**src/rtl/keypad_scan_decoder_if.sv**
```systemverilog
// keypad_scan_decoder_if: pins and consumer-side signals of the player B keypad decoder.
// master: the decoder (drives columns and the decoded key outputs).
// slave : the keypad pins plus the consumer (drives rows, observes the rest).
interface keypad_scan_decoder_if;
    logic [3:0] Row;
    logic [3:0] Col;
    logic [3:0] playerB;
    logic       key_valid;
    logic       key_press;

    modport master (
        input  Row,
        output Col,
        output playerB,
        output key_valid,
        output key_press
    );

    modport slave (
        output Row,
        input  Col,
        input  playerB,
        input  key_valid,
        input  key_press
    );
endinterface

```
**src/rtl/keypad_scan_decoder.sv**
```systemverilog
// keypad_scan_decoder: scans the 4x4 Pmod keypad for player B, debounces whole
// scan results and presents the held key as a registered 4-bit code.
// Optional build macro: KYPD_REPEAT_EN adds an auto-repeat timer on key_press.
//
// state | meaning
// ------+----------------------------------------------------------
// COL0  | Col=0111 driven; rows sampled in the last settle cycle
// COL1  | Col=1011 driven; rows sampled in the last settle cycle
// COL2  | Col=1101 driven; rows sampled in the last settle cycle
// COL3  | Col=1110 driven; last sample closes the scan and debounces
module keypad_scan_decoder #(
    parameter int unsigned SETTLE_CYCLES  = 1000,
    parameter int unsigned DEBOUNCE_SCANS = 4,
    parameter int unsigned REPEAT_CYCLES  = 25000000
) (
    input  logic                  clk,
    input  logic                  rst,
    keypad_scan_decoder_if.master kp
);

    // Reject parameter values the counters below cannot represent.
    generate
        if (SETTLE_CYCLES < 3 || DEBOUNCE_SCANS < 1 || REPEAT_CYCLES < 1) begin : g_param_check
            $error("keypad_scan_decoder: illegal parameter value");
        end
    endgenerate

    localparam int unsigned      SW          = $clog2(SETTLE_CYCLES);
    localparam int unsigned      DW          = $clog2(DEBOUNCE_SCANS + 1);
    localparam logic [SW-1:0]    SETTLE_LOAD = SW'(SETTLE_CYCLES - 1);
    localparam logic [DW-1:0]    MATCH_MAX   = DW'(DEBOUNCE_SCANS);

    typedef enum logic [1:0] {
        COL0 = 2'd0,
        COL1 = 2'd1,
        COL2 = 2'd2,
        COL3 = 2'd3
    } state_e;

    // Physical key legend: column index, then row index (row 0 = Row[3]).
    function automatic logic [3:0] key_code(input logic [1:0] col, input logic [1:0] row);
        logic [3:0] code;
        case ({col, row})
            4'h0:    code = 4'h1;
            4'h1:    code = 4'h4;
            4'h2:    code = 4'h7;
            4'h3:    code = 4'h0;
            4'h4:    code = 4'h2;
            4'h5:    code = 4'h5;
            4'h6:    code = 4'h8;
            4'h7:    code = 4'hF;
            4'h8:    code = 4'h3;
            4'h9:    code = 4'h6;
            4'hA:    code = 4'h9;
            4'hB:    code = 4'hE;
            4'hC:    code = 4'hA;
            4'hD:    code = 4'hB;
            4'hE:    code = 4'hC;
            default: code = 4'hD;
        endcase
        return code;
    endfunction

    state_e          state_q, state_d;
    logic [3:0]      col_q, col_d;
    logic [3:0]      row_meta_q, row_sync_q;
    logic [SW-1:0]   settle_q, settle_d;
    logic            settle_done;

    logic            row_hit;
    logic [1:0]      row_idx;
    logic [1:0]      col_idx;
    logic [3:0]      col_code;
    logic            scan_hit;
    logic [3:0]      scan_code;

    logic            hit_q, hit_d;
    logic [3:0]      code_q, code_d;

    logic            scan_end;
    logic            same_result;
    logic [DW-1:0]   match_next;
    logic            accept;
    logic            prev_hit_q, prev_hit_d;
    logic [3:0]      prev_code_q, prev_code_d;
    logic [DW-1:0]   match_q, match_d;

    logic [3:0]      player_q, player_d;
    logic            valid_q, valid_d;
    logic            press_q, press_d;
    logic            rpt_fire;

    // Two-flop synchronizer for the asynchronous row returns; idles at "no row pulled low".
    always_ff @(posedge clk) begin
        if (rst) begin
            row_meta_q <= 4'hF;
            row_sync_q <= 4'hF;
        end else begin
            row_meta_q <= kp.Row;
            row_sync_q <= row_meta_q;
        end
    end

    // Settle timer: counts down the cycles a column is driven, terminal count marks the sample cycle.
    always_ff @(posedge clk) begin
        if (rst) begin
            settle_q <= SETTLE_LOAD;
        end else begin
            settle_q <= settle_d;
        end
    end

    // Settle timer reload on terminal count.
    always_comb begin
        settle_done = (settle_q == '0);
        settle_d    = settle_done ? SETTLE_LOAD : settle_q - 1'b1;
    end

    // FSM state register; the column drive is registered alongside it so Col never glitches.
    always_ff @(posedge clk) begin
        if (rst) begin
            state_q <= COL0;
            col_q   <= 4'b0111;
        end else begin
            state_q <= state_d;
            col_q   <= col_d;
        end
    end

    // FSM next state: advance one column per settle period, wrapping after COL3.
    always_comb begin
        state_d = state_q;
        if (settle_done) begin
            case (state_q)
                COL0:    state_d = COL1;
                COL1:    state_d = COL2;
                COL2:    state_d = COL3;
                default: state_d = COL0;
            endcase
        end
    end

    // FSM output: one-hot-low column drive for the state being entered.
    always_comb begin
        case (state_d)
            COL0:    col_d = 4'b0111;
            COL1:    col_d = 4'b1011;
            COL2:    col_d = 4'b1101;
            default: col_d = 4'b1110;
        endcase
    end

    assign col_idx = state_q;

    // Lowest-numbered pulled-low row of the synchronized returns wins within a column.
    always_comb begin
        row_hit = 1'b1;
        row_idx = 2'd0;
        if (!row_sync_q[3]) begin
            row_idx = 2'd0;
        end else if (!row_sync_q[2]) begin
            row_idx = 2'd1;
        end else if (!row_sync_q[1]) begin
            row_idx = 2'd2;
        end else if (!row_sync_q[0]) begin
            row_idx = 2'd3;
        end else begin
            row_hit = 1'b0;
        end
    end

    // Scan result so far: an earlier column's hit keeps priority over the current column.
    always_comb begin
        col_code = key_code(col_idx, row_idx);
        if (hit_q) begin
            scan_hit  = 1'b1;
            scan_code = code_q;
        end else if (row_hit) begin
            scan_hit  = 1'b1;
            scan_code = col_code;
        end else begin
            scan_hit  = 1'b0;
            scan_code = 4'h0;
        end
    end

    // Partial-scan accumulator update: capture at each sample, restart when the scan closes.
    always_comb begin
        hit_d  = hit_q;
        code_d = code_q;
        if (settle_done) begin
            if (state_q == COL3) begin
                hit_d  = 1'b0;
                code_d = 4'h0;
            end else begin
                hit_d  = scan_hit;
                code_d = scan_code;
            end
        end
    end

    // Partial-scan accumulator register.
    always_ff @(posedge clk) begin
        if (rst) begin
            hit_q  <= 1'b0;
            code_q <= 4'h0;
        end else begin
            hit_q  <= hit_d;
            code_q <= code_d;
        end
    end

    // Debounce: count consecutive identical scan results and decide acceptance at scan end.
    always_comb begin
        scan_end    = settle_done && (state_q == COL3);
        same_result = (scan_hit == prev_hit_q) && (scan_code == prev_code_q);
        if (!same_result) begin
            match_next = DW'(1);
        end else if (match_q == MATCH_MAX) begin
            match_next = match_q;
        end else begin
            match_next = match_q + 1'b1;
        end
        accept = scan_end && (match_next == MATCH_MAX) &&
                 ((scan_hit != valid_q) || (scan_code != player_q));
        prev_hit_d  = prev_hit_q;
        prev_code_d = prev_code_q;
        match_d     = match_q;
        if (scan_end) begin
            prev_hit_d  = scan_hit;
            prev_code_d = scan_code;
            match_d     = match_next;
        end
    end

    // Debounce history registers.
    always_ff @(posedge clk) begin
        if (rst) begin
            prev_hit_q  <= 1'b0;
            prev_code_q <= 4'h0;
            match_q     <= '0;
        end else begin
            prev_hit_q  <= prev_hit_d;
            prev_code_q <= prev_code_d;
            match_q     <= match_d;
        end
    end

`ifdef KYPD_REPEAT_EN
    localparam int unsigned   RW       = (REPEAT_CYCLES > 1) ? $clog2(REPEAT_CYCLES) : 1;
    localparam logic [RW-1:0] RPT_LOAD = RW'(REPEAT_CYCLES - 1);

    logic [RW-1:0] rpt_q, rpt_d;

    // Repeat timer: restarts on every accepted change, re-fires each period while a key stays held.
    always_comb begin
        rpt_d    = rpt_q;
        rpt_fire = 1'b0;
        if (accept) begin
            rpt_d = RPT_LOAD;
        end else if (valid_q) begin
            if (rpt_q == '0) begin
                rpt_fire = 1'b1;
                rpt_d    = RPT_LOAD;
            end else begin
                rpt_d = rpt_q - 1'b1;
            end
        end
    end

    // Repeat timer register.
    always_ff @(posedge clk) begin
        if (rst) begin
            rpt_q <= '0;
        end else begin
            rpt_q <= rpt_d;
        end
    end
`else
    assign rpt_fire = 1'b0;
`endif

    // Stable key outputs follow an accepted result; release is accepted but never strobes.
    always_comb begin
        player_d = player_q;
        valid_d  = valid_q;
        if (accept) begin
            player_d = scan_code;
            valid_d  = scan_hit;
        end
        press_d = (accept && scan_hit) || rpt_fire;
    end

    // Registered outputs toward chara_control.
    always_ff @(posedge clk) begin
        if (rst) begin
            player_q <= 4'h0;
            valid_q  <= 1'b0;
            press_q  <= 1'b0;
        end else begin
            player_q <= player_d;
            valid_q  <= valid_d;
            press_q  <= press_d;
        end
    end

    assign kp.Col       = col_q;
    assign kp.playerB   = player_q;
    assign kp.key_valid = valid_q;
    assign kp.key_press = press_q;

endmodule

```
**src/flat_wrapper.sv**
```systemverilog
// flat-port wrapper written by rule: the top's interface ports become plain ports
module keypad_scan_decoder_flat 
#(
    parameter int unsigned SETTLE_CYCLES  = 1000,
    parameter int unsigned DEBOUNCE_SCANS = 4,
    parameter int unsigned REPEAT_CYCLES  = 25000000
)
  (clk, rst, kp_Row, kp_Col, kp_playerB, kp_key_valid, kp_key_press);
  keypad_scan_decoder_if kp_i ();
  input  logic clk;
  input  logic rst;
  input wire logic [$bits(kp_i.Row)-1:0] kp_Row;
  output wire logic [$bits(kp_i.Col)-1:0] kp_Col;
  output wire logic [$bits(kp_i.playerB)-1:0] kp_playerB;
  output wire logic [$bits(kp_i.key_valid)-1:0] kp_key_valid;
  output wire logic [$bits(kp_i.key_press)-1:0] kp_key_press;
  assign kp_i.Row = kp_Row;
  assign kp_Col = kp_i.Col;
  assign kp_playerB = kp_i.playerB;
  assign kp_key_valid = kp_i.key_valid;
  assign kp_key_press = kp_i.key_press;
  keypad_scan_decoder #(.SETTLE_CYCLES(SETTLE_CYCLES), .DEBOUNCE_SCANS(DEBOUNCE_SCANS), .REPEAT_CYCLES(REPEAT_CYCLES)) u_core (.clk(clk), .rst(rst), .kp(kp_i));
endmodule
```
**config.mk**
```make
export PLATFORM = sky130hd
export DESIGN_NAME = keypad_scan_decoder_flat
export DESIGN_NICKNAME = d
export VERILOG_FILES = /design/src/rtl/keypad_scan_decoder_if.sv /design/src/rtl/keypad_scan_decoder.sv /design/src/flat_wrapper.sv
export SDC_FILE = /design/constraint.sdc
export NUM_CORES = 1
export LEC_CHECK = 0
export CAP_MARGIN = 20
export CELL_PAD_IN_SITES_DETAIL_PLACEMENT = 1
export CELL_PAD_IN_SITES_GLOBAL_PLACEMENT = 1
export CORE_MARGIN = 8
export CORE_UTILIZATION = 30
export CTS_CLUSTER_DIAMETER = 100
export DETAILED_ROUTE_END_ITERATION = 8
export PLACE_DENSITY_LB_ADDON = 0.1
export SLEW_MARGIN = 20
export SYNTH_ARGS = -nofsm -noshare
export SYNTH_HDL_FRONTEND = slang
export SYNTH_SLANG_ARGS = --single-unit
```
**constraint.sdc**
```tcl
create_clock -name clk -period 4.4 [get_ports clk]
set_input_delay 0.88 -clock clk [delete_from_list [all_inputs] [get_ports clk]]
set_output_delay 0.88 -clock clk [all_outputs]
set_load 0.01 [all_outputs]
```
* After elaboration in Yosys (flattened, before gate mapping)
Memory sizes are Yosys's and may differ from the RTL's.
Cells that the tools add are included.
** Operators by class
- Equality and inequality tests :: 11
- $add $sub $neg :: 2
- Reductions and logical operators :: 10
- Mux-type cells :: 19
** Operator list (count)
- $mux 4 :: 3
- $pmux 4 s3 :: 1
- $logic_not 10->1 :: 1
- $mux 2 :: 5
- $sub 10x1->10 const B :: 1
- $mux 1 :: 7
- $eq 2x2->1 const B :: 3
- $eq 3x3->1 const B :: 2
- $mux 3 :: 2
- $pmux 2 s3 :: 1
- $logic_and 1x1->1 :: 5
- $eq 2x1->1 const B :: 2
- $eq 4x4->1 :: 1
- $logic_not 2->1 :: 2
- $ne 4x4->1 :: 1
- $add 3x1->3 const B :: 1
- $reduce_or 2->1 :: 1
- $eq 1x1->1 :: 1
- $logic_or 1x1->1 :: 1
- $ne 1x1->1 :: 1
** Word-level totals
- Output and inout bits :: 10
- Register bits :: 43
- Memories kept :: 1
- ROM bits :: 64
- Input port bits :: 6
- Word-level logic and storage cells :: 56
** Memory list
- (name not given) :: words 16, width 4, rd ports 1, clocked after Yosys merged registers in 0, wr ports 0, line keypad_scan_decoder.sv:43 : case ({col, row})

* Longest topological paths before layout
An unclocked memory read counts as a cell.
- Word-level depth :: 14
- Mapped depth :: 9
- Depth with buffers taken out :: 9

* Least setup slack after synthesis
OpenSTA, ideal clock, no wires.
- Path kind :: register to register
- Start :: register u_core.settle_q[0]
- End :: register u_core.valid_q (netlist: u_core.kp.key_valid)
- Setup time :: 0.121 ns
- Buffers on the path :: 0
- Period minus slack after synthesis :: 2.473 ns
- Setup slack :: 1.927 ns
- Arrival :: 2.352 ns
- Data required time :: 4.279 ns
- Stages on the path, launching flop included :: 10
- Cells stage by stage :: dfxtp_1 inv_1 ha_1 or4b_4 nor3_4 nand2_1 a211o_1 nor3_4 o311ai_4 mux2_4
** Between the ends
- Word-level cells in the longest chain between the ends :: 4
** Ends and longest elaborated chain
- start, declared :: line keypad_scan_decoder.sv:67 : logic [SW-1:0] settle_q, settle_d;
- start signal, assigned :: line keypad_scan_decoder.sv:109 : settle_q <= settle_d;
- $logic_not 10->1 :: line keypad_scan_decoder.sv:115 : settle_done = (settle_q == '0);
- $logic_and 1x1->1 :: line keypad_scan_decoder.sv:215 : scan_end = settle_done && (state_q == COL3);
- $logic_and 1x1->1 (2 in series) :: line keypad_scan_decoder.sv:224 : accept = scan_end && (match_next == MATCH_MAX) &&
- end signal, assigned :: line keypad_scan_decoder.sv:302 : valid_q <= valid_d;
- end, declared :: line keypad_scan_decoder.sv:89 : logic valid_q, valid_d;
No other way between the ends.
A chain may end at the register's enable or synchronous reset.

* Worst setup path after layout
- Start :: register u_core.settle_q[0]
- End :: register u_core.player_q[0] (netlist: u_core.kp.playerB[0])
** Between the ends
- Word-level cells in the longest chain between the ends :: 4
** Ends and longest elaborated chain
- $logic_not 10->1 :: line keypad_scan_decoder.sv:115
- $logic_and 1x1->1 :: line keypad_scan_decoder.sv:215
- $logic_and 1x1->1 (2 in series) :: line keypad_scan_decoder.sv:224
- end signal, assigned :: line keypad_scan_decoder.sv:301 : player_q <= player_d;
- end, declared :: line keypad_scan_decoder.sv:88 : logic [3:0] player_q, player_d;
No other way between the ends.

==> impl_results.md <==
- Status: finished clean
- Non-Filler Cell Area, Final: 2510 sq um
- Die Ht: 101 um
- Measured slew at the worst slew-check pin: 832 ps
- Compound-gate portion of the synthesized area: 18.5%
- FILL cells: 858
- Worst r2r dst: u_core.kp.playerB[0]
- H-Tree Depth: 2
- P_leak: roughly 0.95 nW
- Die area: approximately 10000 sq um
- Layout-stage area growth over the synthesis result: 15.1%
- Adder-cell share of the synthesized area: 3.44%
- Critical Path Start: u_core.settle_q[0]
- Max_slew headroom: 44.4%
- Finished Layout Cells: 365
- Clk buf depth: 2
- Number of nets in the finished design: 277
- Width of the chip: 101 um
- Cts bufs inserted: 5
- Most common library cell in the layout ignoring fill and taps: dfxtp_1
- Multiplexer area fraction after synthesis: 3.50%
- Final Critical Period: between 2000 and 3000 ps
- Hold Buf Count CTS: 0
- Total wirelength of the detailed-routed design: 5440 um
- Top-level port count: 16
- Multi-input combinational cell area: 1220 sq um
- Synthesized netlist cell count: 255
- Critical path capture point type: flop
- Storage cell area: 861 sq um
- Top achievable clock speed: 337 MHz
- Dominant combinational cell family by area after synthesis: simple AND/OR/NAND/NOR gates
- P per Cell Area: 296 nW/um^2
- Detailed-router iteration count before antenna repair: 4
- Top cells by area in the synthesized netlist: dfxtp_1 39%, nor2_1 5.3%, a21oi_1 3.7%
- Most used DFF post-synth: dfxtp_1
- Global Route Usage Sum: around 11%
- Endpoint of the worst setup timing path: u_core.kp.playerB[0]
- Startpoint-to-endpoint class of the critical path: flop to flop
- Via total after detailed routing: 1773
- Max-capacitance violation count: 0
- Crit start category: flop
- Average wire length per cell after detail routing: ~15 um
- Post-synthesis cell area: between 2000 and 2500 sq um
- Net count of the mapped netlist: 267
- Root cell of the clock tree: clkbuf_8
- Largest net degree at the start of global routing: 26
- Wire length of the first global-routing pass: 9080 um
- Number of antenna violations at the first check in global routing: 0
- Post-layout power: about 0.74 mW
- RD Place Congestion: 0.723
- Final-report max-slew violation count: 0
- Post-placement cell area: between 2000 and 2500 sq um
- Maximum VDD drop: roughly 100 uV
- Simple-Gate Fraction of Synth Area: a little over a quarter
- Initial standard-cell utilization of the core: a little under a third
- Clk Latency, worst-skew pair: 300 ps
- Port buffer count: 15
- CTS clk-pin slew, worst paths: 90 ps
- Clock tree from TritonCTS: built
- Mean post-synth cell area: ~8.6 sq um
- Yosys Warn Count: 0
- Post-synthesis share of cell area spent on xor and xnor gates: 3.61%
- Final core occ: 35.2%
- Number of rows in the core area: 31
- Post-CTS Setup Bufs: 0
- Most frequent cells in the layout: 43 x dfxtp_1, 31 x nor2_1, 18 x nand2_1
- Starting DRT DRC Count: 58
- Worst hold path class: flop to flop
- Final hold vios: 0
- Post-CTS sizing: 0
- Maximum fanout encountered on the critical timing path: 11
- Number of enable flip-flop cells after synthesis: 0
- Sequential element share of the synthesized area: about two fifths
- DRC Markers: 0
- Number of global-route vias before repair: around 1700
- HPWL reported at the end of detailed placement: a little under 4000 um
- Post-route fraction of the period consumed by the critical path: 67.5%
- Antenna fix cells: 0
- Count of placed standard cells including taps: 357
- Setup Skew: around 7.4 ps
- Setup total negative slack: 0 ps
- Routed via count divided by cell count: 4.86
- Congestion Overflow GR: 0
- Antenna violation net count after detailed routing: 0
- Top cell type by total area after synthesis: dfxtp_1
- Unrepaired setup endpoints after global routing: false
- Share of the synthesized area in the top cell type: 39.4%
- Number of flip-flops and latches in the synthesized netlist: 43
- Number of cells on the worst hold path: 1
- R2r startpoint: u_core.settle_q[0]
- Count of distinct cell types in the synthesized netlist: 51
- Clock Sinks: between 40 and 50
- Required time at the endpoint of the critical path: roughly 4600 ps
- Reg2Reg Depth: 9
- Proportion of synthesized flip-flops having asynchronous set or reset: 0%
- Total core area: 7140 sq um
- Total of endpoints with negative setup slack in the final report: 0
- Layout cells sized above 1: 10.5%
- Critical path arrival: 3170 ps
- Setup slack, reg-to-reg: ~1400 ps
-- worst min path at each step --
stage	startpoint	to	slack, ps
after global routing	u_core.row_meta_q[0]	u_core.row_sync_q[0]	430
after floorplan	u_core.settle_q[0]	u_core.settle_q[0]	390
after global placement	u_core.row_meta_q[3]	u_core.row_sync_q[3]	390
final	u_core.row_meta_q[0]	u_core.row_sync_q[0]	410
after CTS	u_core.row_meta_q[0]	u_core.row_sync_q[0]	420
after detailed placement	u_core.row_meta_q[1]	u_core.row_sync_q[1]	400
-- cell usage after synthesis, types with 2 or more instances --
cell type and number:
dfxtp_1 43, nor2_1 31, nand2_1 18, a21oi_1 16, inv_1 11, nor2b_1 10, nor3_1 10, o21ai_0 9
or2_2 9, clkbuf_1 8, xnor2_1 7, ha_1 6, nand2b_1 6, a211oi_1 5, buf_2 5, or3_1 5
a21o_1 3, mux2_4 3, nand3b_1 3, nor4_1 3, o31ai_1 3, a2111oi_0 2, a22oi_1 2, and2_1 2
and3_1 2, mux2i_1 2, nand3_1 2, nand4_1 2, nor3_4 2, o21a_1 2, o221ai_1 2, xor2_1 2
-- cells by family after synthesis --
group,after synthesis
AND/OR/NAND/NOR,110
AO/OA/AOI/OAI,57
flip-flops,43
buffers and inverters,24
XOR/XNOR,9
multiplexers,6
adder cells (fa/ha/maj),6
-- where the power goes --
group | internal [mW] | leakage [nW] | switching, mW
clock | 0.143 | 0.0505 | 0.145
sequential | 0.395 | 0.349 | 0.00603
combinational | 0.0223 | 0.547 | 0.0323
total | 0.560 | 0.947 | 0.183
-- layer usage --
layer	global-route usage (%)	vias to the layer above	wire (um)
met4	3.44	0	65
met3	3.09	5	194
met1	15.9	839	2890
met5	0	-	0
met2	16.2	24	2290
li1	-	905	-
-- flip-flops by register name (all words and copies together), names as in the netlist --
register	count
u_core.code_q	4
u_core.col_idx	2
u_core.hit_q	1
u_core.kp.Col	4
u_core.kp.key_press	1
u_core.kp.key_valid	1
u_core.kp.playerB	4
u_core.match_q	3
u_core.prev_code_q	4
u_core.prev_hit_q	1
u_core.row_meta_q	4
u_core.row_sync_q	4
u_core.settle_q	10
-- per-stage QoR --
step | hold WS, ps | setup WS [ps]
after global placement | 392 | 1540
after floorplan | 385 | 1930
after global routing | 435 | 1210
final | 406 | 1430
after CTS | 416 | 1420
after detailed placement | 397 | 1440
-- worst max-delay path: stages, from the launching register on --
cell	delay, ps
dfxtp_1	340
inv_1	60
ha_1	190
or4b_4	520
nor3_4	330
nand2_1	330
a211o_1	380
nor3_4	210
o311ai_4	180
mux2_4	330
-- final cells by class --
class,instances,share of cell area (%)
Clock buffer,7,3.83
Clock inverter,1,0.299
Inverter,11,1.64
Multi-Input combinational cell,188,48.8
Sequential cell,43,34.3
Tap cell,99,4.93
Timing Repair Buffer,16,6.27
(Power assumes the default switching activity.)
